--- config.mk ---
export PLATFORM = sky130hd
export DESIGN_NAME = dbg_mailbox_responder_flat
export DESIGN_NICKNAME = d
export VERILOG_FILES = /design/src/rtl/dbg_mailbox_responder_if.sv /design/src/rtl/dbg_mailbox_responder.sv /design/src/flat_wrapper.sv
export SDC_FILE = /design/constraint.sdc
export NUM_CORES = 1
export LEC_CHECK = 0
export BUFFER_PORTS_ARGS = -buffer_cell sky130_fd_sc_hd__buf_2
export CORE_ASPECT_RATIO = 1.2
export CORE_MARGIN = 2
export CORE_UTILIZATION = 40
export DETAILED_ROUTE_END_ITERATION = 12
export PLACE_DENSITY = 0.63
export SETUP_SLACK_MARGIN = 0.3
export SYNTH_ARGS = -nofsm -noshare
export SYNTH_HDL_FRONTEND = slang
export SYNTH_SLANG_ARGS = --single-unit
--- constraint.sdc ---
create_clock -name clk -period 6.02 [get_ports clk]
set_input_delay 1.505 -clock clk [delete_from_list [all_inputs] [get_ports clk]]
set_output_delay 1.505 -clock clk [all_outputs]
set_load 0.005 [all_outputs]
--- src/rtl/dbg_mailbox_responder_if.sv ---
// Debug-mailbox bus interface: a single-cycle write strobe with address and
// data, plus a combinational read-back of the addressed word.
//   we    : write strobe, one cycle per write
//   addr  : word index (0..7 args, 8 status, 9 pass_cnt, 10 fail_cnt)
//   wdata : write data
//   rdata : read data for addr
interface dbg_mailbox_responder_if;
    logic        we;
    logic [3:0]  addr;
    logic [31:0] wdata;
    logic [31:0] rdata;

    modport master (output we, output addr, output wdata, input rdata);
    modport slave  (input we, input addr, input wdata, output rdata);
endinterface

--- src/rtl/dbg_mailbox_responder.sv ---
// Hardware responder for the debug-mailbox protocol. The CPU fills argument
// words 1..7 and then writes a command code to word 0. The block scoreboards
// assert-equal/not-equal results, latches halt, and prints up to four
// characters of argument word 1 on an 8N1 serial line.
// Ports:
//   clk       : system clock, rising edge
//   reset     : synchronous active-low reset
//   bus       : mailbox bus (slave side)
//   busy      : command executing
//   halted    : command 0 received, sticky until reset
//   fail_seen : an assert command failed, sticky
//   tx        : serial output, idle high
//
// state  | meaning
// IDLE   | waiting for a command write to word 0
// EXEC   | one-cycle dispatch on the command code
// LOAD   | pick byte k of the print word, or finish
// START  | start bit (tx low)
// DATA   | eight data bits, LSB first
// STOP   | stop bit (tx high), then advance to next byte
module dbg_mailbox_responder #(
    parameter int CLKS_PER_BIT = 16,
    parameter int CNT_W        = 16
) (
    input  logic                     clk,
    input  logic                     reset,
    dbg_mailbox_responder_if.slave   bus,
    output logic                     busy,
    output logic                     halted,
    output logic                     fail_seen,
    output logic                     tx
);
    localparam int CLK_W = (CLKS_PER_BIT > 1) ? $clog2(CLKS_PER_BIT) : 1;
    localparam logic [CLK_W-1:0] BIT_LOAD = CLK_W'(CLKS_PER_BIT - 1);

    typedef enum logic [2:0] {
        S_IDLE, S_EXEC, S_LOAD, S_START, S_DATA, S_STOP
    } state_t;

    state_t            state, next_state;
    logic [31:0]       args [8];
    logic [31:0]       cmd_a1, cmd_a2;
    logic [CNT_W-1:0]  pass_cnt, fail_cnt;
    logic              overrun, unsupported;
    logic [2:0]        byte_idx;
    logic [2:0]        bit_idx;
    logic [7:0]        shift;
    logic [CLK_W-1:0]  clk_cnt;
    logic              tmr_done, cmd_wr, cmd_accept, assert_pass;
    logic [7:0]        cur_byte;

    assign busy       = (state != S_IDLE);
    assign tmr_done   = (clk_cnt == '0);
    assign cmd_wr     = bus.we && (bus.addr == 4'd0);
    assign cmd_accept = cmd_wr && !busy && !halted;
    assign tx         = (state == S_START) ? 1'b0 :
                        (state == S_DATA)  ? shift[0] : 1'b1;

    always_comb begin
        cur_byte = 8'h00;
        case (byte_idx[1:0])
            2'd0: cur_byte = cmd_a1[7:0];
            2'd1: cur_byte = cmd_a1[15:8];
            2'd2: cur_byte = cmd_a1[23:16];
            2'd3: cur_byte = cmd_a1[31:24];
            default: cur_byte = 8'h00;
        endcase
    end

    // Command 2 is the inverse of command 1.
    assign assert_pass = (args[0] == 32'd1) ? (cmd_a1 == cmd_a2) : (cmd_a1 != cmd_a2);

    always_ff @(posedge clk) begin
        if (!reset) state <= S_IDLE;
        else        state <= next_state;
    end

    always_comb begin
        next_state = state;
        case (state)
            S_IDLE:  if (cmd_accept) next_state = S_EXEC;
            S_EXEC:  next_state = (args[0] == 32'd3) ? S_LOAD : S_IDLE;
            S_LOAD:  next_state = (byte_idx == 3'd4 || cur_byte == 8'h00) ? S_IDLE : S_START;
            S_START: if (tmr_done) next_state = S_DATA;
            S_DATA:  if (tmr_done && bit_idx == 3'd7) next_state = S_STOP;
            S_STOP:  if (tmr_done) next_state = S_LOAD;
            default: next_state = S_IDLE;
        endcase
    end

    always_ff @(posedge clk) begin
        if (!reset) begin
            for (int i = 0; i < 8; i++) args[i] <= '0;
            cmd_a1      <= '0;
            cmd_a2      <= '0;
            pass_cnt    <= '0;
            fail_cnt    <= '0;
            halted      <= 1'b0;
            fail_seen   <= 1'b0;
            overrun     <= 1'b0;
            unsupported <= 1'b0;
            byte_idx    <= '0;
            bit_idx     <= '0;
            shift       <= '0;
            clk_cnt     <= '0;
        end else begin
            if (bus.we && bus.addr[3] == 1'b0 && bus.addr[2:0] != 3'd0)
                args[bus.addr[2:0]] <= bus.wdata;

            if (cmd_accept) begin
                args[0] <= bus.wdata;
                cmd_a1  <= args[1];
                cmd_a2  <= args[2];
            end else if (cmd_wr && busy) begin
                overrun <= 1'b1;
            end

            // Bit timer reloads on every state change and on each data-bit boundary.
            if (state != next_state || (state == S_DATA && tmr_done))
                clk_cnt <= BIT_LOAD;
            else if (!tmr_done)
                clk_cnt <= clk_cnt - 1'b1;

            case (state)
                S_EXEC: begin
                    case (args[0])
                        32'd0: halted <= 1'b1;
                        32'd1, 32'd2: begin
                            if (assert_pass) begin
                                if (pass_cnt != '1) pass_cnt <= pass_cnt + 1'b1;
                            end else begin
                                if (fail_cnt != '1) fail_cnt <= fail_cnt + 1'b1;
                                fail_seen <= 1'b1;
                            end
                        end
                        32'd3: byte_idx <= '0;
                        32'h0001_0000, 32'hFFFF_0000: ;
                        default: unsupported <= 1'b1;
                    endcase
                end
                S_LOAD: begin
                    shift   <= cur_byte;
                    bit_idx <= '0;
                end
                S_DATA: begin
                    if (tmr_done && bit_idx != 3'd7) begin
                        shift   <= {1'b0, shift[7:1]};
                        bit_idx <= bit_idx + 1'b1;
                    end
                end
                S_STOP: if (tmr_done) byte_idx <= byte_idx + 1'b1;
                default: ;
            endcase
        end
    end

    always_comb begin
        bus.rdata = 32'h0;
        case (bus.addr)
            4'd0, 4'd1, 4'd2, 4'd3, 4'd4, 4'd5, 4'd6, 4'd7:
                bus.rdata = args[bus.addr[2:0]];
            4'd8:  bus.rdata = {27'b0, unsupported, overrun, fail_seen, halted, busy};
            4'd9:  bus.rdata = 32'(pass_cnt);
            4'd10: bus.rdata = 32'(fail_cnt);
            default: bus.rdata = 32'h0;
        endcase
    end
endmodule

--- src/flat_wrapper.sv ---
// flat-port wrapper written by rule: the top's interface ports become plain ports
module dbg_mailbox_responder_flat 
#(
    parameter int CLKS_PER_BIT = 16,
    parameter int CNT_W        = 16
)
  (clk, reset, busy, halted, fail_seen, tx, bus_we, bus_addr, bus_wdata, bus_rdata);
  dbg_mailbox_responder_if bus_i ();
  input  logic clk;
  input  logic reset;
  output logic busy;
  output logic halted;
  output logic fail_seen;
  output logic tx;
  input wire logic [$bits(bus_i.we)-1:0] bus_we;
  input wire logic [$bits(bus_i.addr)-1:0] bus_addr;
  input wire logic [$bits(bus_i.wdata)-1:0] bus_wdata;
  output wire logic [$bits(bus_i.rdata)-1:0] bus_rdata;
  assign bus_i.we = bus_we;
  assign bus_i.addr = bus_addr;
  assign bus_i.wdata = bus_wdata;
  assign bus_rdata = bus_i.rdata;
  dbg_mailbox_responder #(.CLKS_PER_BIT(CLKS_PER_BIT), .CNT_W(CNT_W)) u_core (.clk(clk), .reset(reset), .bus(bus_i), .busy(busy), .halted(halted), .fail_seen(fail_seen), .tx(tx));
endmodule
Yosys cells after proc, flatten, opt, wreduce, memory -nomap -nowiden
Memories as Yosys holds them, arrays and structs flattened. A register that Yosys moved wholly into a read port is not among the register bits. Cells that the tools add are included.

Add/sub/neg operators: 5. Equality and inequality tests: 35. Multiplexer cells: 32. Bitwise logic cells: 5. Reduce and logical (&&, ||, !) cells: 37.

Operators with widths (count): one-hot mux 32 bit (4 select lines) (1); equality test 32 x 2 -> 1 bit (second input constant) (2); two-way mux 32 bit (2); adder 16 x 1 -> 16 bit (second input constant) (2); equality test 32 x 1 -> 1 bit (second input constant) (1); equality test 32 x 17 -> 1 bit (second input constant) (1); equality test 32 bit (1); equality test 32 bit (second input constant) (1); zero test 32 bit (1); != test 16 bit (second input constant) (2); != test 32 bit (1); one-hot mux 8 bit (4 select lines) (1); OR reduction 32 bit (1); two-way mux 3 bit (8); one-hot mux 3 bit (6 select lines) (1); equality test 4 x 3 -> 1 bit (second input constant) (4); one-hot mux 8 bit (2 select lines) (1); equality test 3 bit (second input constant) (4); equality test 4 bit (second input constant) (3); one-hot mux 3 bit (2 select lines) (2); two-way mux 1 bit (11); logical AND 1 bit (9); equality test 4 x 2 -> 1 bit (second input constant) (2); zero test 4 bit (2); other kinds (29) (50).

Register bits: 57. Bits in writable memories: 256. Bits of input ports: 39. Output and inout port bits: 36. Word-level logic and storage cells: 126. Memories kept: 1.

Memories: u_core.args (depth 8, width 32, read ports 4, clocked after memory_dff 2, wr ports 8, line dbg_mailbox_responder.sv:41) `logic [31:0] args [8];`.

Depth between registers and ports, before layout
Gate-level depths: netlist (run 1).

Word-level depth: 9. Depth in mapped cells: 10. Mapped depth without buffers: 9.

Worst setup path before layout (run 1)
Ideal clock, no wire load.

Kind: input to register. Start point: in bus_addr[0]. End point: mem u_core.args[7][0] (enable). Setup time: 0.466 ns. Arrival: 4.691 ns. Data required time: 5.554 ns. Setup slack: 0.863 ns. Stages: 4. Buffers on the path: 2. Cells stage by stage: buf_1 buf_2 nand2_1 o21ai_0.

RTL lines: from (decl) (line flat_wrapper.sv:16) `input wire logic [$bits(bus_i.addr)-1:0] bus_addr;`; to (decl) (line dbg_mailbox_responder.sv:41).

Worst setup path after layout (run 1)
Start point: in bus_addr[1]. End point: out bus_rdata[30].

Cells in the longest elaborated chain, start to end: 3. Elaborated cells between the ends (all ways): 14. Classes of those cells: eq/ne: 10; mux: 1; reduce/logical: 2; memory: 1.

Ends and longest elaborated chain: equality test 4 x 1 -> 1 bit (tied with other cells) (line dbg_mailbox_responder.sv:159) `case (bus.addr)`; OR reduction 8 bit (line dbg_mailbox_responder.sv:159); one-hot mux 32 bit (4 select lines) (*) (line dbg_mailbox_responder.sv:159); to (decl) (line flat_wrapper.sv:18) `output wire logic [$bits(bus_i.rdata)-1:0] bus_rdata;`.

Every way passes the cells marked *; elsewhere a longest branch is shown, timed or not.

==> metrics.csv, run 1 <==
stage;metric;value;unit
clock_network;numCtsBuffers;38;
sta;fin_worst_skew;21.4;ps
worst_setup_path;crit_type;in2out;
clock_network;clk_latency;550;ps
sta;setup_viol;0;
synth;synth_edf_count;256;
cells_and_area;seq_area;0.0101;mm2
synth;synth_area;0.0175;mm2
global_routing;grt-ovfl-total;0;
clock_network;path_clk_slew;70;ps
clock_network;cts_tree;yes;
sta;rsz0062_at_grt;no;
clock_network;cts_resized;0;
pwr;power;5.95;mW
clock_network;cts_buffer_depth;3;
die;dieHeight;233;um
cells_and_area;fillCellCount;4015;
die;start_util;0.403;
cells_and_area;multiInputGateArea;0.00707;mm2
synth;syn_nets;1524;
synth;yosys_warnings;0;
cells_and_area;synthToLayoutAreaGrowth;13.2;%
worst_setup_path;rrSetupSlack;2830;ps
route;first_iter_violations;1048;
route;drt_pass1_iterations;5;
worst_setup_path;path_cells;buf_4 -> buf_12 -> mux4_2 -> mux2i_1 -> nor2_1 -> buf_2;
sta;relSlewSlack;0.263;
sta;period_share;0.819;
route;wl_per_cell;22.8;um
worst_setup_path;critPathMaxStageDelay;550;ps
cells_and_area;final_cell_area;0.0198;mm2
die;fp-row-count;84;
cells_and_area;drive_gt1_frac;0.160;
global_routing;grt_usage;0.209;
placed_design;place_congestion;0.880;
sta;maxSlewViolCount;0;
clock_network;clkSinkCount;377;
placed_design;port_buffers;74;
synth;ys_seq_area_frac;0.577;
sta;hold_viol_final;0;
global_routing;grt_pass1_wl;71700;um
synth;synth_ff_type;edfxtp_1;
worst_hold_path;hp-class;reg2reg;
pwr;leakage;7.38;nW
global_routing;grt_antenna_before_repair;2;
global_routing;grt_pass1_vias;11631;
cells_and_area;nets;1562;
worst_setup_path;cp.required;4510;ps
sta;tns;0;ps
worst_setup_path;crit_arrival;3430;ps
die;dieArea;0.0455;mm2
job;maxCapViolCount;0;
route;vias_per_cell;5.62;
global_routing;grt_max_degree;66;
sta;hold_slack;463;ps
outcome;status;finished clean;
sta;timing.fmax;203;MHz
clock_network;h-tree-depth;2;
sta;finalCriticalPeriod;4930;ps
placed_design;place_hpwl;31300;um
cells_and_area;final_common_cell;edfxtp_1;
synth;synth_cell_types;62;
die;pin_count;75;
worst_setup_path;regToRegStartpoint;u_core.args[0][19]$_DFFE_PP_;
pwr;ir_drop;0.000194;V
worst_hold_path;min_from;u_core.bit_idx[1]$_SDFFE_PN0P_;
worst_setup_path;path_max_fanout;43;
worst_setup_path;startpoint;bus_addr[1];
clock_network;post-cts-setup-buffers;0;
route;drc;0;
pwr;p_per_area;300;mW/mm2
synth;syn_inst;1476;
worst_setup_path;end_kind;output pin;
worst_setup_path;worstSetupStartpointType;input port;
route;routed-via-count;11820;
die;die_w;195;um
clock_network;hold_buffers;0;
route;ant_nets;0;
route;wl;48000;um
synth;syn_avg_cell_area;11.9;um2
die;core;0.0435;mm2
cells_and_area;final_cell_mix;edfxtp_1, and2_1, nand2_1, dfxtp_1, a21oi_1;
worst_setup_path;crit_slowest_cell;buf_4;
clock_network;cts_root_buffer;clkbuf_16;
synth;ys_ff_latch;377;
sta;worstMarginPinSlew;1100;ps
placed_design;placed_area;0.0185;mm2
synth;async_flop_share;0;
path summary, 6_finish.rpt:
path              depth (start not counted)                               end
setup / recovery                          6                     bus_rdata[30]
hold / removal                            2    u_core.bit_idx[1]$_SDFFE_PN0P_
setup reg to reg                          6  u_core.pass_cnt[13]$_SDFFE_PN0P_
hold reg to reg                           2    u_core.bit_idx[1]$_SDFFE_PN0P_
cell families (layout without fill, tap and decap cells):
kind of cell / count (synthesis) / after routing / synth area share
simple gates: 630 / 630 / 0.193
flops: 377 / 377 / 0.577
compound gates: 188 / 188 / 0.0641
mux: 121 / 121 / 0.115
buf+inv: 114 / 182 / 0.0259
xor+xnor: 37 / 37 / 0.0185
fa+ha+maj: 9 / 9 / 0.00643
other cells: 0 / 1 / 0
cell usage after synthesis, drive strengths merged, types with 3 or more instances:
cell type / number / area (um2)
clkbuf: 74 / 278
nor3: 14 / 81.3
xor2: 33 / 289
buf: 23 / 113
xnor2: 4 / 35.0
o22ai: 5 / 31.3
mux2i: 57 / 574
nand2: 179 / 674
o2bb2ai: 4 / 35.0
a21oi: 95 / 475
nor4: 16 / 134
o21a: 5 / 37.5
nand2b: 19 / 119
edfxtp: 256 / 7690
ha: 9 / 113
and3: 46 / 288
nand4: 17 / 106
a31oi: 5 / 31.3
dfxtp: 121 / 2420
a211oi: 4 / 30.0
nor2: 58 / 220
o21ai: 30 / 150
nor2b: 8 / 50.1
or3: 9 / 56.3
a22oi: 18 / 135
inv: 15 / 56.3
and2: 227 / 1420
nand3: 22 / 110
o31ai: 3 / 22.5
or4: 5 / 37.5
o211ai: 4 / 30.0
mux4: 64 / 1440
power breakdown:
part / internal (mW) / total, mW / switching, mW
logic: 0.181 / 0.455 / 0.274
clock network: 1.53 / 2.55 / 1.03
registers: 2.88 / 2.94 / 0.0615
total: 4.59 / 5.95 / 1.36
through the flow:
stage / util / setup slack (ps) / instances
final: 0.456 / 1090 / 2104
after global routing: 0.456 / 933 / 2103
after CTS: 0.456 / 1070 / 2103
after detailed placement: 0.425 / 1080 / 2033
after global placement: 0.425 / 1050 / 2033
after floorplan: - / 863 / 1476
critical path, delay by kind of cell:
| kind | cells | cell delay, ps |
|---|---|---|
| AND/OR/NAND/NOR | 1 | 60 |
| multiplexers | 2 | 770 |
| buffers and inverters | 3 | 1020 |
cell type report:
type,count,share of cell area
clock buffers,52,0.0527
inverters,17,0.00322
flip-flops and latches,377,0.510
multi-input cells,985,0.356
clock inverters,18,0.0144
diodes,1,0.000126
well taps,559,0.0353
repair buffers,95,0.0281
metal layers:
layer | vias to the layer above | GRT usage | share of wire
met3 | 104 | 0.0251 | 0.047
met1 | 5957 | 0.264 | 0.41
met2 | 346 | 0.361 | 0.50
li1 | 5409 | - | -
met4 | 4 | 0.0978 | 0.043
met5 | - | 0 | 0.00058
registers in the layout, indices dropped and copies added (netlist names):
signal and flops:
u_core.cmd_a2 32, u_core.fail_seen 1, u_core.clk_cnt 4, u_core.unsupported 1
u_core.pass_cnt 16, u_core.cmd_a1 32, u_core.bit_idx 3, u_core.shift 8
u_core.byte_idx 3, u_core.args 256, u_core.overrun 1, u_core.fail_cnt 16
u_core.state 3, u_core.halted 1
No activity file was read; power rests on OpenSTA's default activity.
==> inputs of run 2 (changes only) <==
ABC_AREA = 1   (was not set)
PLACE_DENSITY = 0.65   (was 0.63)
clock period = 4.1 ns   (was 6.02 ns; I/O delays follow)
==> run 2 against run 1 <==
Compared with the run above:
- count of clock-buffer cells in the layout is 2 higher
- worst hold slack better by 18 ps
- clock power is 46% higher
- register-to-register slack worse by 1400 ps
- flip-flop and latch count stayed put
- final cell count is 21% higher
- core utilization is 0.76 points higher
- routed wire length is 7.5% higher
- critical path type unchanged
- largest cell class unchanged
- largest power group unchanged
- highest routed layer unchanged
==> metrics.csv, run 2 <==
stage;metric;value;unit
outcome;status;finished clean;
worst_setup_path;critPathTopFamily;buffers and inverters;
synth;yosys_warnings;0;
die;core;0.0430;mm2
pwr;ir_drop;0.000268;V
cells_and_area;synthToLayoutAreaGrowth;14.0;%
sta;fin_worst_skew;30.6;ps
route;wl;51600;um
sta;relSlewSlack;0.519;
worst_setup_path;cp.required;3070;ps
placed_design;place_hpwl;34200;um
synth;synth_cell_types;52;
worst_setup_path;worstSetupStartpointType;input port;
die;dieHeight;233;um
global_routing;grt_max_degree;64;
clock_network;cts_root_buffer;clkbuf_16;
worst_setup_path;critPathBufInv;4;
clock_network;h-tree-depth;2;
placed_design;dp_cells;2462;
clock_network;clk_latency;560;ps
route;wl_per_cell;20.3;um
synth;syn_inst;1886;
worst_setup_path;critical_path.most_common_cell;buf_2;
cells_and_area;largest_reg_flops;256;
cells_and_area;drive_gt1_frac;0.135;
sta;maxSlewViolCount;0;
die;fp-row-count;83;
synth;synth_edf_count;256;
synth;synth_ff_type;edfxtp_1;
worst_setup_path;critPathMaxStageDelay;340;ps
clock_network;cts_tree;yes;
synth;synth_area_leader_cell;edfxtp_1;
pwr;power;8.74;mW
sta;setup_viol;0;
cells_and_area;nets;2000;
sta;worstMarginPinSlew;718;ps
clock_network;clkSinkCount;377;
worst_setup_path;path_max_fanout;38;
synth;synth.most_common_cell;nor2_1;
worst_setup_path;crit_type;in2out;
worst_setup_path;crit_slowest_cell;o21ai_0;
synth;ys_ff_latch;377;
route;first_iter_violations;1445;
worst_setup_path;path_cells;buf_2 -> inv_1 -> nand2_2 -> buf_12 -> o22ai_1 -> o21ai_0 -> nand3_1 -> nand2_1 -> buf_2;
cells_and_area;final_cell_count_no_fill;2536;
sta;rsz0062_at_grt;no;
route;ant_nets;0;
clock_network;hold_buffers;0;
synth;ys_seq_area_frac;0.579;
placed_design;port_buffers;74;
route;drt_pass1_iterations;5;
worst_setup_path;crit_arrival;2670;ps
global_routing;grt_antenna_before_repair;2;
clock_network;numCtsBuffers;40;
synth;syn_nets;1934;
global_routing;grt_pass1_wl;79500;um
die;start_util;0.406;
clock_network;cts_resized;0;
cells_and_area;diodes;0;
synth;synth_area_leaders;edfxtp_1, dfxtp_1, nor2_1, nand2_1, inv_1;
pwr;p_per_area;439;mW/mm2
global_routing;grt-ovfl-total;0;
route;routed-via-count;14223;
die;dieArea;0.0454;mm2
synth;synth_top_cell_area_share;0.440;
sta;timing.fmax;270;MHz
sta;tns;0;ps
sta;finalCriticalPeriod;3700;ps
cells_and_area;regMostFlops;u_core.args;
route;vias_per_cell;5.61;
pwr;leakage;7.49;nW
die;die_w;195;um
worst_hold_path;hp-class;reg2reg;
worst_setup_path;end_kind;output pin;
sta;hold_viol_final;0;
cells_and_area;final_common_cell;nor2_1;
route;drc;0;
synth;async_flop_share;0;
synth;synth_area;0.0175;mm2
job;maxCapViolCount;0;
placed_design;place_congestion;0.915;
synth;synth_commonest_cells;nor2_1, nand2_1, edfxtp_1, inv_1, dfxtp_1;
cells_and_area;final_util;0.463;
sta;period_share;0.902;
cells_and_area;final_cell_mix;nor2_1, nand2_1, edfxtp_1, inv_1, dfxtp_1;
synth;syn_avg_cell_area;9.26;um2
global_routing;grt_usage;0.226;
clock_network;path_clk_slew;60;ps
clock_network;post-cts-setup-buffers;0;
global_routing;grt_pass1_vias;14019;
cells_and_area;reg_top3;u_core.args: 256 flops, u_core.cmd_a1: 32 flops, u_core.cmd_a2: 32 flops;
die;pin_count;75;
clock_network;cts_buffer_depth;3;
[run 2: changes by cell type after synthesis, sizes merged, moves of 80 or more]
| cell | delta |
|---|---|
| nor2 | +287 |
| and2 | -227 |
| inv | +193 |
| o22ai | +115 |
| nand2 | +99 |
| nand3 | +80 |
[run 2: logic make-up after synthesis]
kind of cell,count (synthesis),synth area share
xor gates and xnor gates,30,0.0150
adders and majority gates,9,0.00645
buffers and inverters,308,0.0701
and+or+nand+nor,830,0.212
DFF,377,0.579
AOI/OAI and AO/OA,332,0.118
[run 2: cell type report]
| type | instances | area, um2 |
|---|---|---|
| Fill cell | 4080 | 23100 |
| Clock inverter | 20 | 216 |
| Timing Repair Buffer | 122 | 818 |
| Multi-Input combinational cell | 1201 | 6160 |
| Sequential cell | 377 | 10100 |
| Inverter | 210 | 788 |
| Tap cell | 552 | 691 |
| Clock buffer | 54 | 1140 |
[run 2: worst paths after layout]
path	startpoint	to	depth (start not counted)	slack (ps)
setup reg to reg	u_core.args[0][18]$_DFFE_PP_	u_core.fail_cnt[4]$_SDFFE_PN0P_	10	1440
hold / removal	u_core.pass_cnt[9]$_SDFFE_PN0P_	u_core.pass_cnt[9]$_SDFFE_PN0P_	2	480
setup / recovery	bus_addr[1]	bus_rdata[3]	9	400
hold reg to reg	u_core.pass_cnt[9]$_SDFFE_PN0P_	u_core.pass_cnt[9]$_SDFFE_PN0P_	2	480
[run 2: through the flow]
| stage | cell area, um2 | hold WS [ps] | setup slack [ps] |
|---|---|---|---|
| after floorplan | 17500 | 437 | 964 |
| after global placement | 18600 | 465 | 483 |
| after detailed placement | 18600 | 472 | 427 |
| after CTS | 19900 | 481 | 427 |
| after global routing | 19900 | 504 | 316 |
| final | 19900 | 481 | 402 |
[run 2: per-layer routing]
metal,global-route usage,vias to the layer above,part of all wire
li1,-,6576,-
met1,0.292,6833,0.40
met2,0.380,674,0.48
met3,0.0355,138,0.081
met4,0.0926,2,0.038
met5,0,-,0.00025
[run 2: report_power, final]
part           internal [mW]  switching (mW)
registers               4.22          0.0703
logic                  0.218           0.498
clock network           2.21            1.52
[run 2: tightest hold or removal path: stages, from the launching register on]
cell and delay, ps:
dfxtp_1 320, nand2_1 60, a21oi_1 50
